===== config.mk =====
export PLATFORM = sky130hd
export DESIGN_NAME = entry_alloc_ctrl
export DESIGN_NICKNAME = d
export VERILOG_FILES = /design/src/rtl/entry_alloc_ctrl.sv
export SDC_FILE = /design/constraint.sdc
export NUM_CORES = 1
export LEC_CHECK = 0
export CORE_ASPECT_RATIO = 0.6
export CORE_MARGIN = 2
export CORE_UTILIZATION = 39
export DETAILED_ROUTE_END_ITERATION = 6
export PLACE_DENSITY = 0.63
export SYNTH_ARGS = -nofsm -noshare
export SYNTH_HDL_FRONTEND = slang
export SYNTH_SLANG_ARGS = --single-unit

===== constraint.sdc =====
create_clock -name clk -period 6.45 [get_ports clk]
set_input_delay 1.935 -clock clk [delete_from_list [all_inputs] [get_ports clk]]
set_output_delay 1.935 -clock clk [all_outputs]
set_load 0.005 [all_outputs]

===== src/rtl/entry_alloc_ctrl.sv =====
// -----------------------------------------------------------------------------
// entry_alloc_ctrl
//
// Tracks ENTRIES slots with a valid bitmap and hands out free slots using
// round-robin order. For each slot it also produces a one-cycle write-enable
// pulse. A pulse is raised when the slot is allocated or when an already-valid
// slot is rewritten.
//
// Ports
//   clk        : single clock, all state updates on posedge
//   rst_n      : asynchronous active-low reset
//   alloc_vld  : request to allocate one entry
//   alloc_rdy  : an entry is available (== !full), combinational
//   alloc_id   : index granted this cycle, combinational, valid while alloc_rdy
//   upd_vld    : request to rewrite an already-valid entry
//   upd_id     : entry targeted by upd_vld
//   free_vld   : request to release one entry
//   free_id    : entry released by free_vld
//   ff_en_e1   : registered per-entry write-enable pulse (one cycle latency)
//   entry_vld  : registered valid bitmap
//   count      : registered number of valid entries
//   full/empty : combinational, count==ENTRIES / count==0
//   err        : sticky protocol-error flag, cleared only by reset
// -----------------------------------------------------------------------------
module entry_alloc_ctrl #(
    parameter int ENTRIES = 8,
    parameter int IDW     = 3
) (
    input  logic               clk,
    input  logic               rst_n,
    input  logic               alloc_vld,
    output logic               alloc_rdy,
    output logic [IDW-1:0]     alloc_id,
    input  logic               upd_vld,
    input  logic [IDW-1:0]     upd_id,
    input  logic               free_vld,
    input  logic [IDW-1:0]     free_id,
    output logic [ENTRIES-1:0] ff_en_e1,
    output logic [ENTRIES-1:0] entry_vld,
    output logic [IDW:0]       count,
    output logic               full,
    output logic               empty,
    output logic               err
);

    logic [IDW-1:0]     rr_ptr;
    logic               alloc_acc;
    logic               upd_in_rng;
    logic               free_in_rng;
    logic               upd_acc;
    logic               free_acc;
    logic               upd_bad;
    logic               free_bad;
    logic [ENTRIES-1:0] alloc_oh;
    logic [ENTRIES-1:0] upd_oh;
    logic [ENTRIES-1:0] free_oh;
    logic [IDW-1:0]     rr_nxt;
    logic [IDW:0]       srch_idx;

    assign full      = (count == (IDW+1)'(ENTRIES));
    assign empty     = (count == '0);
    assign alloc_rdy = !full;

    // Round-robin search starting at rr_ptr. The loop walks from the farthest
    // candidate back to the nearest one, so the nearest free slot is the last
    // one written and therefore wins. srch_idx is one bit wider than an index.
    // That width holds rr_ptr+k (at most 2*ENTRIES-2) before the wrap is
    // subtracted.
    always_comb begin
        alloc_id = '0;
        srch_idx = '0;
        for (int k = ENTRIES-1; k >= 0; k--) begin
            srch_idx = {1'b0, rr_ptr} + (IDW+1)'(k);
            if (srch_idx >= (IDW+1)'(ENTRIES))
                srch_idx = srch_idx - (IDW+1)'(ENTRIES);
            if (!entry_vld[srch_idx[IDW-1:0]])
                alloc_id = srch_idx[IDW-1:0];
        end
    end

    // Request acceptance. Every request is judged against the registered
    // state only. As a result, a slot freed this cycle cannot be granted
    // until the next cycle. An alloc always targets an invalid slot and a
    // free always targets a valid one, so their one-hots never overlap.
    assign alloc_acc   = alloc_vld && alloc_rdy;
    assign upd_in_rng  = ({1'b0, upd_id}  < (IDW+1)'(ENTRIES));
    assign free_in_rng = ({1'b0, free_id} < (IDW+1)'(ENTRIES));
    assign upd_acc     = upd_vld  && upd_in_rng  && entry_vld[upd_id];
    assign free_acc    = free_vld && free_in_rng && entry_vld[free_id];
    assign upd_bad     = upd_vld  && !upd_acc;
    assign free_bad    = free_vld && !free_acc;

    assign alloc_oh = alloc_acc ? (ENTRIES'(1) << alloc_id) : '0;
    assign upd_oh   = upd_acc   ? (ENTRIES'(1) << upd_id)   : '0;
    assign free_oh  = free_acc  ? (ENTRIES'(1) << free_id)  : '0;

    assign rr_nxt = ({1'b0, alloc_id} == (IDW+1)'(ENTRIES-1)) ? '0 : alloc_id + 1'b1;

    // Registered state: bitmap, occupancy, round-robin pointer, enable pulse
    always_ff @(posedge clk or negedge rst_n) begin
        if (!rst_n) begin
            entry_vld <= '0;
            ff_en_e1  <= '0;
            count     <= '0;
            rr_ptr    <= '0;
            err       <= 1'b0;
        end else begin
            entry_vld <= (entry_vld | alloc_oh) & ~free_oh;
            ff_en_e1  <= alloc_oh | upd_oh;
            count     <= count + {{IDW{1'b0}}, alloc_acc} - {{IDW{1'b0}}, free_acc};
            if (alloc_acc)
                rr_ptr <= rr_nxt;
            if (upd_bad || free_bad)
                err <= 1'b1;
        end
    end

endmodule


* Yosys cells after proc, flatten, opt, wreduce, memory -nomap -nowiden
Index checks and enable logic that the tools add are counted.
** Operators by class
- Reductions and logical operators :: 10
- Add/subtract/negate cells :: 18
- Shifts and indexed selects :: 3
- Bitwise operators :: 4
- Multiplexer cells :: 40
- $lt $le $gt $ge :: 18
- Eq/ne operators :: 2
** Operators with widths (number)
- two-way mux 3 bit :: 17
- less-than comparator 3 x 4 -> 1 bit (second input constant) :: 10
- binary-select mux 1 bit (select 3 bit) :: 10
- greater-or-equal comparator 4 bit (second input constant) :: 7
- two-way mux 8 bit :: 3
- << shifter 1 x 3 -> 8 bit (first input constant) :: 3
- subtractor 3 x 1 -> 3 bit (second input constant) :: 8
- adder 3 x 3 -> 4 bit (second input constant) :: 4
- bitwise OR 8 bit :: 2
- two-way mux 1 bit :: 10
- adder 3 x 2 -> 4 bit (second input constant) :: 2
- bitwise AND 8 bit :: 1
- inverter 8 bit :: 1
- logical AND 1 bit :: 5
- adder 3 x 1 -> 4 bit (second input constant) :: 1
- adder 4 x 1 -> 4 bit :: 1
- equality test 4 bit (second input constant) :: 1
- greater-or-equal comparator 3 x 4 -> 1 bit (second input constant) :: 1
- zero test 4 bit :: 1
- subtractor 4 x 1 -> 4 bit :: 1
- adder 3 x 1 -> 3 bit (second input constant) :: 1
- equality test 3 bit (second input constant) :: 1
- zero test 1 bit :: 3
- logical OR 1 bit :: 1
** Word-level totals
- Register bits after elaboration :: 24
- Word-level logic and storage cells :: 100
- Output and inout bits :: 27
- Input bits :: 11

* Longest topological paths before layout
Gate-level depths: netlist of the first run.
- Depth after elaboration :: 17
- Gate-level depth with buffers :: 16
- Depth with buffers taken out :: 13

* Worst setup path after synthesis of the first run
Ideal clock, no wire load.
- Kind :: register to output
- From :: register rr_ptr[0]
- To :: output alloc_id[1]
- Buffers on the path :: 2
- Slack :: 1945 ps
- Cell stages (with the launch flop) :: 12
- Arrival :: 2570 ps
- Required time :: 4515 ps
- Cells stage by stage :: dfrtp_1 buf_6 buf_4 inv_1 ha_1 mux4_2 mux2_2 a2bb2oi_2 nor3_1 a211oi_1 a211oi_1 nor3_1
** On the way
- Word-level cells in the longest chain between the ends :: 13
- Elaborated cells between the ends (all ways) :: 55
- Those cells by class :: add/sub: 15; order compare: 8; mux: 32
** Ends and longest elaborated chain
- start, declared :: RTL line 46 : logic [IDW-1:0] rr_ptr;
- start signal, assigned :: RTL line 112 : rr_ptr <= rr_nxt;
- adder 3 x 3 -> 4 bit :: RTL line 73 : srch_idx = {1'b0, rr_ptr} + (IDW+1)'(k);
- greater-or-equal comparator 4 bit or subtractor 3 x 1 -> 3 bit (tied branches) :: RTL line 74, 75
- two-way mux 3 bit :: RTL line 74 : if (srch_idx >= (IDW+1)'(ENTRIES))
- binary-select mux 1 bit (select 3 bit) :: RTL line 76 : if (!entry_vld[srch_idx[IDW-1:0]])
- two-way mux 1 bit (implied by the code) :: RTL line 76
- two-way mux 3 bit (7 in series) :: RTL line 76
- two-way mux 3 bit (*) :: RTL line 76
- end, declared :: RTL line 33 : output logic [IDW-1:0] alloc_id,
Every way passes the cells marked *; elsewhere a longest branch is shown, timed or not. The select of a mux whose other input is x is not followed.

* Worst setup path after layout of the first run
- From :: register rr_ptr[1]
- To :: output alloc_id[1]
The elaborated chain is that of the path after synthesis.

==> metrics, run 1 <==
Initial DRC Count=167; area of the die=6610 um2; crit-path cells=inv_1, ha_1, mux4_2, mux2_2, a2bb2oi_2, nor3_1, a211oi_1, a211oi_1, nor3_1, clkdlybuf4s50_1; most used routing layer=met1; class of the worst hold path=reg -> reg; CTS sink cnt=24; DP Cell Count=338; Gates resized, CTS repair=0; Slew Viols, Final=0; startpoint types=flip-flop; synthesized flop and latch total=24; largest net degree at the start of global routing=26; dpl hpwl=between 4000 and 5000 um; vias in the first global route=1852; CP endpoint kind=output pin; max_cap viols=0; design area=around 2800 um2; global-route wire length before repair=roughly 9700 um; First-pass DRT Iterations=4; WL/cell=16.9 um; TritonCTS clock tree=built; cell with the most instances after synthesis=dfrtp_1; top-level I/O count=38; worst-margin pin slew=0.703 ns; DR vias=between 1500 and 2000; fin crit share=0.874; M1 GR Usage=0.305; DRC viols=0; Synth area leaders=dfrtp_1 (26%), mux4_2 (14%), ha_1 (6.5%); CP required=4.51 ns; CTS Root Cell=clkbuf_8; Post-CTS Setup Bufs=0; top post-synthesis cells by count=dfrtp_1 (24), inv_1 (19), nand2_1 (18); CP max stage delay=0.64 ns; area share of the largest cell type after synthesis=0.259; Final Skew=0.00533 ns; total core area=5650 um2; Clock Tree Buf Depth=2; Worst path slowest cell=ha_1; antenna violations before repair=0; total gr overflow=0; Post-synth ARST share=1.00; GR Util met3=0.0398; Port Buf Inserts=37; worst skew pair latency=0.27 ns; GPL Wtd Cong=0.867; Placement Rows=21; mapped cell area=2320 um2; fin nets=287; Rel. slew slack=0.532; M2 GR Usage=0.253; Yosys warning count=0; setup violators final=0; Routed Antenna Nets=0; syn avg cell area=around 10 um2; Die Y=63.8 um; antenna fix cells=0; final wirelength=5790 um; layout cells sized above 1=0.198; final hold violation count=0; # H-tree levels=1; Yosys cell types=56; critical-path maximum fanout=12; fin crit period=around 5.6 ns; Synthesized Nets=257; CP arrival=3.70 ns; status=finished, final reports clean; Area Overhead vs Synth=20.2%; Die W=around 100 um; sequential element share of the synthesized area=0.259; post-layout util=0.494; post-placement cell area=2720 um2; Mapped Cells=233; Synth Flop Type=dfrtp_1; area leader, netlist=dfrtp_1; RSZ-0062 raised after global routing=false; Setup CP Type=reg -> out; initial core utilization=0.411; via density per instance=~5.7; TNS Setup=0 ns; clock-pin transition on the worst setup and hold timing paths=0.09 ns; Final Non-Filler Cells=342; EDFF count, synth=0; Num CTS Buffers=3; Post-CTS Hold Buffers=0; FMAX=177 MHz; All-Layer GR Usage=0.186
-- area by class of cell --
type | instances | area (um2)
inverter | 20 | 75.1
timing repair buffer | 41 | 400
clock buffer | 3 | 41.3
multi-input combinational | 173 | 1540
fill | 530 | 2860
tap | 80 | 100
sequential | 24 | 601
clock inverter | 1 | 30.0
-- kinds of logic (layout without fill, tap and decap cells) --
family,Yosys count,after routing,synth area share
compound gates,59,59,0.195
xor+xnor,5,5,0.0189
fa+ha+maj,13,13,0.0733
buf+inv,36,65,0.0770
flops,24,24,0.259
mux,33,33,0.233
simple gates,63,63,0.144
-- routing by layer --
| metal | wire length, um | vias to the layer above | part of all wire |
|---|---|---|---|
| met5 | 0 | - | 0 |
| met1 | 2840 | 934 | 0.49 |
| met4 | 13 | 0 | 0.0022 |
| met3 | 625 | 2 | 0.11 |
| li1 | - | 917 | - |
| met2 | 2310 | 93 | 0.40 |
-- critical path: cells and delay by family (launching register included) --
family	cells	cell delay (ns)
AND/OR/NAND/NOR	2	0.35
multiplexers	2	0.95
flip-flops	1	0.35
buffers and inverters	2	0.72
AO/OA/AOI/OAI	3	0.40
adder cells (fa/ha/maj)	1	0.64
-- sequential cells by signal (all words and copies together), names as in the netlist --
register and cells:
entry_vld 8, ff_en_e1 8, err 1, rr_ptr 3
count 4
-- path summary, 6_finish.rpt --
kind / start / end / slack (ns) / cells past startpoint
setup / recovery: rr_ptr[1] / alloc_id[1] / 0.81 / 10
hold / removal: err / err / 0.50 / 1
min in group asynchronous: rst_n / ff_en_e1[6] / 2.00 / 2
hold reg to reg: err / err / 0.50 / 1
setup reg to reg: rr_ptr[1] / entry_vld[7] / 2.75 / 12
max in group asynchronous: rst_n / count[0] / 4.19 / 2
-- stage by stage --
step	hold slack [ns]	setup WS (ns)
after detailed placement	0.471	1.12
after global placement	0.475	1.19
after CTS	0.496	0.792
final	0.499	0.811
after floorplan	0.472	1.94
after global routing	0.526	0.555
-- cell usage in the layout, fill, tap and decap left out, types with 5 or more instances in the layout --
cell type	count
o21ai_0	8
dfrtp_1	24
nand2_1	18
clkdlybuf4s50_1	37
a21oi_1	10
mux4_2	14
a211oi_1	5
mux2_2	6
nand2b_1	8
ha_1	12
mux2i_1	7
inv_1	19
nor3_1	6
o22ai_1	7
nor2_1	12
Power of run 1 is left out: the tool's default activity adds up to more than one toggle a clock period on the data nets, which glitch-free logic cannot reach.
==> inputs of run 2 (changes only) <==
- ABC_AREA: not set -> 1
- CTS_CLUSTER_SIZE: not set -> 40
- PLACE_DENSITY: 0.63 -> 0.65
- SKIP_LAST_GASP: not set -> 1
==> metrics, run 2 <==
Rel. slew slack=0.254; vias in the first global route=around 1800; area share of the largest cell type after synthesis=0.301; Die Y=59.4 um; startpoint types=flip-flop; reg2reg path depth=17; synthesized flop and latch total=24; fin crit share=0.813; All-Layer GR Usage=0.197; design area=2480 um2; DRC viols=0; syn avg cell area=slightly above 7 um2; FMAX=between 150 and 200 MHz; dpl hpwl=4150 um; Placement Rows=20; pre-CTS setup slack=1.59 ns; Num CTS Buffers=3; Die W=96.4 um; CTS sink cnt=24; critical-path maximum fanout=13; Gates resized, CTS repair=0; mapped cell area=2000 um2; Mapped Cells=between 200 and 300; final hold violation count=0; GPL Wtd Cong=between 0.9 and 1; final wirelength=5050 um; RSZ-0062 raised after global routing=false; Final Skew=0.00558 ns; layout cells sized above 1=0.123; fin crit period=5.24 ns; Synth area leaders=dfrtp_1 (30%), nand2_1 (16%), ha_1 (7.5%); DR vias=1949; Routed met3 length=490 um; max_cap viols=0; top-level I/O count=38; area of the die=5730 um2; worst-margin pin slew=roughly 1.1 ns; post-placement cell area=2410 um2; CTS Root Cell=clkbuf_8; First-pass DRT Iterations=4; total gr overflow=0; worst r2r src=rr_ptr[0]; Initial DRC Count=195; Area Overhead vs Synth=24.4%; flop-to-flop setup slack=3.21 ns; fin nets=343; Synth Flop Type=dfrtp_1; antenna fix cells=0; Post-CTS Setup Bufs=0; TritonCTS clock tree=built; EDFF count, synth=0; Top Registers=entry_vld: 8 flops, ff_en_e1: 8 flops, count: 4 flops; CP endpoint kind=output pin; Yosys warning count=0; Worst Hold End=err; # H-tree levels=1; met2 WL post-DR=1910 um; TNS Setup=0 ns; antenna violations before repair=0; Port Buf Inserts=37; largest net degree at the start of global routing=25; post-layout util=0.496; Clock Tree Buf Depth=2; Yosys cell types=32; CP arrival=around 3.3 ns; sequential element share of the synthesized area=0.301; commonest non-fill, non-tap cell in the layout=nand2_1; area leader, netlist=dfrtp_1; global-route wire length before repair=8580 um; cell with the most instances after synthesis=nand2_1; Hold Startpoint=err; total core area=about 5000 um2; Max Used Layer=met4; setup violators final=0; Slew Viols, Final=0; M1 WL=2640 um; clock-pin transition on the worst setup and hold timing paths=0.09 ns; Post-synth ARST share=1.00; Setup CP Type=reg -> out; FF-to-FF End=entry_vld[7]; top post-synthesis cells by count=nand2_1 (86), inv_1 (39), nand3_1 (25); Routed Antenna Nets=0; Post-CTS Hold Buffers=0; initial core utilization=0.399; worst skew pair latency=about 0.27 ns; most frequent cells in the layout=nand2_1 (86), inv_1 (39), clkdlybuf4s50_1 (37); via density per instance=just over 5; Synthesized Nets=305; WL/cell=13.2 um; CP required=roughly 4.5 ns; class of the worst hold path=reg -> reg; setup slack after layout=around 1.2 ns; status=finished, final reports clean; cell depth of the worst hold path=2
run 2: through the flow:
stage	hold WS, ns	cells
after floorplan	0.456	281
after global placement	0.447	380
after detailed placement	0.457	380
after CTS	0.487	384
after global routing	0.522	384
final	0.480	384
run 2: worst max path at each step:
stage	from	endpoint
3_3_place_gp	rr_ptr[0]	alloc_id[1]
6_report	rr_ptr[0]	alloc_id[1]
5_1_grt	rr_ptr[0]	alloc_id[1]
4_1_cts	rr_ptr[0]	alloc_id[1]
3_5_place_dp	rr_ptr[0]	alloc_id[1]
2_1_floorplan	rr_ptr[1]	alloc_id[1]
run 2: cell type report:
type / instances / area (um2)
clock inverters: 1 / 30.0
multi-input cells: 202 / 1170
clock buffers: 3 / 41.3
flip-flops and latches: 24 / 601
fillers: 499 / 2520
inverters: 51 / 191
well taps: 66 / 82.6
repair buffers: 37 / 370
run 2: cell families after synthesis:
group                    count (synthesis)  synth area share
AO/OA/AOI/OAI                           36             0.122
XOR/XNOR                                 5            0.0388
adder cells (fa/ha/maj)                 13            0.0852
buffers and inverters                   55             0.115
flip-flops                              24             0.301
AND/OR/NAND/NOR                        148             0.339
run 2: worst max-delay path, cell delays in order, from the launching register on:
cell and delay, ns:
dfrtp_1 0.60, inv_2 0.15, ha_1 0.45, inv_1 0.14, nand3_1 0.11, nand2_1 0.08, nand2_1 0.08, nand2_1 0.12
nor2_2 0.14, nand2_1 0.07, nand2_1 0.06, o211ai_1 0.09, nand3_1 0.10, nand2_1 0.06, a21oi_2 0.24, clkdlybuf4s50_1 0.55
run 2: per-layer routing:
layer,vias up,GRT usage
met5,-,0
met1,892,0.324
li1,977,-
met3,5,0.0420
met4,0,0.0282
met2,75,0.264
Power of run 2 is left out for the same reason.
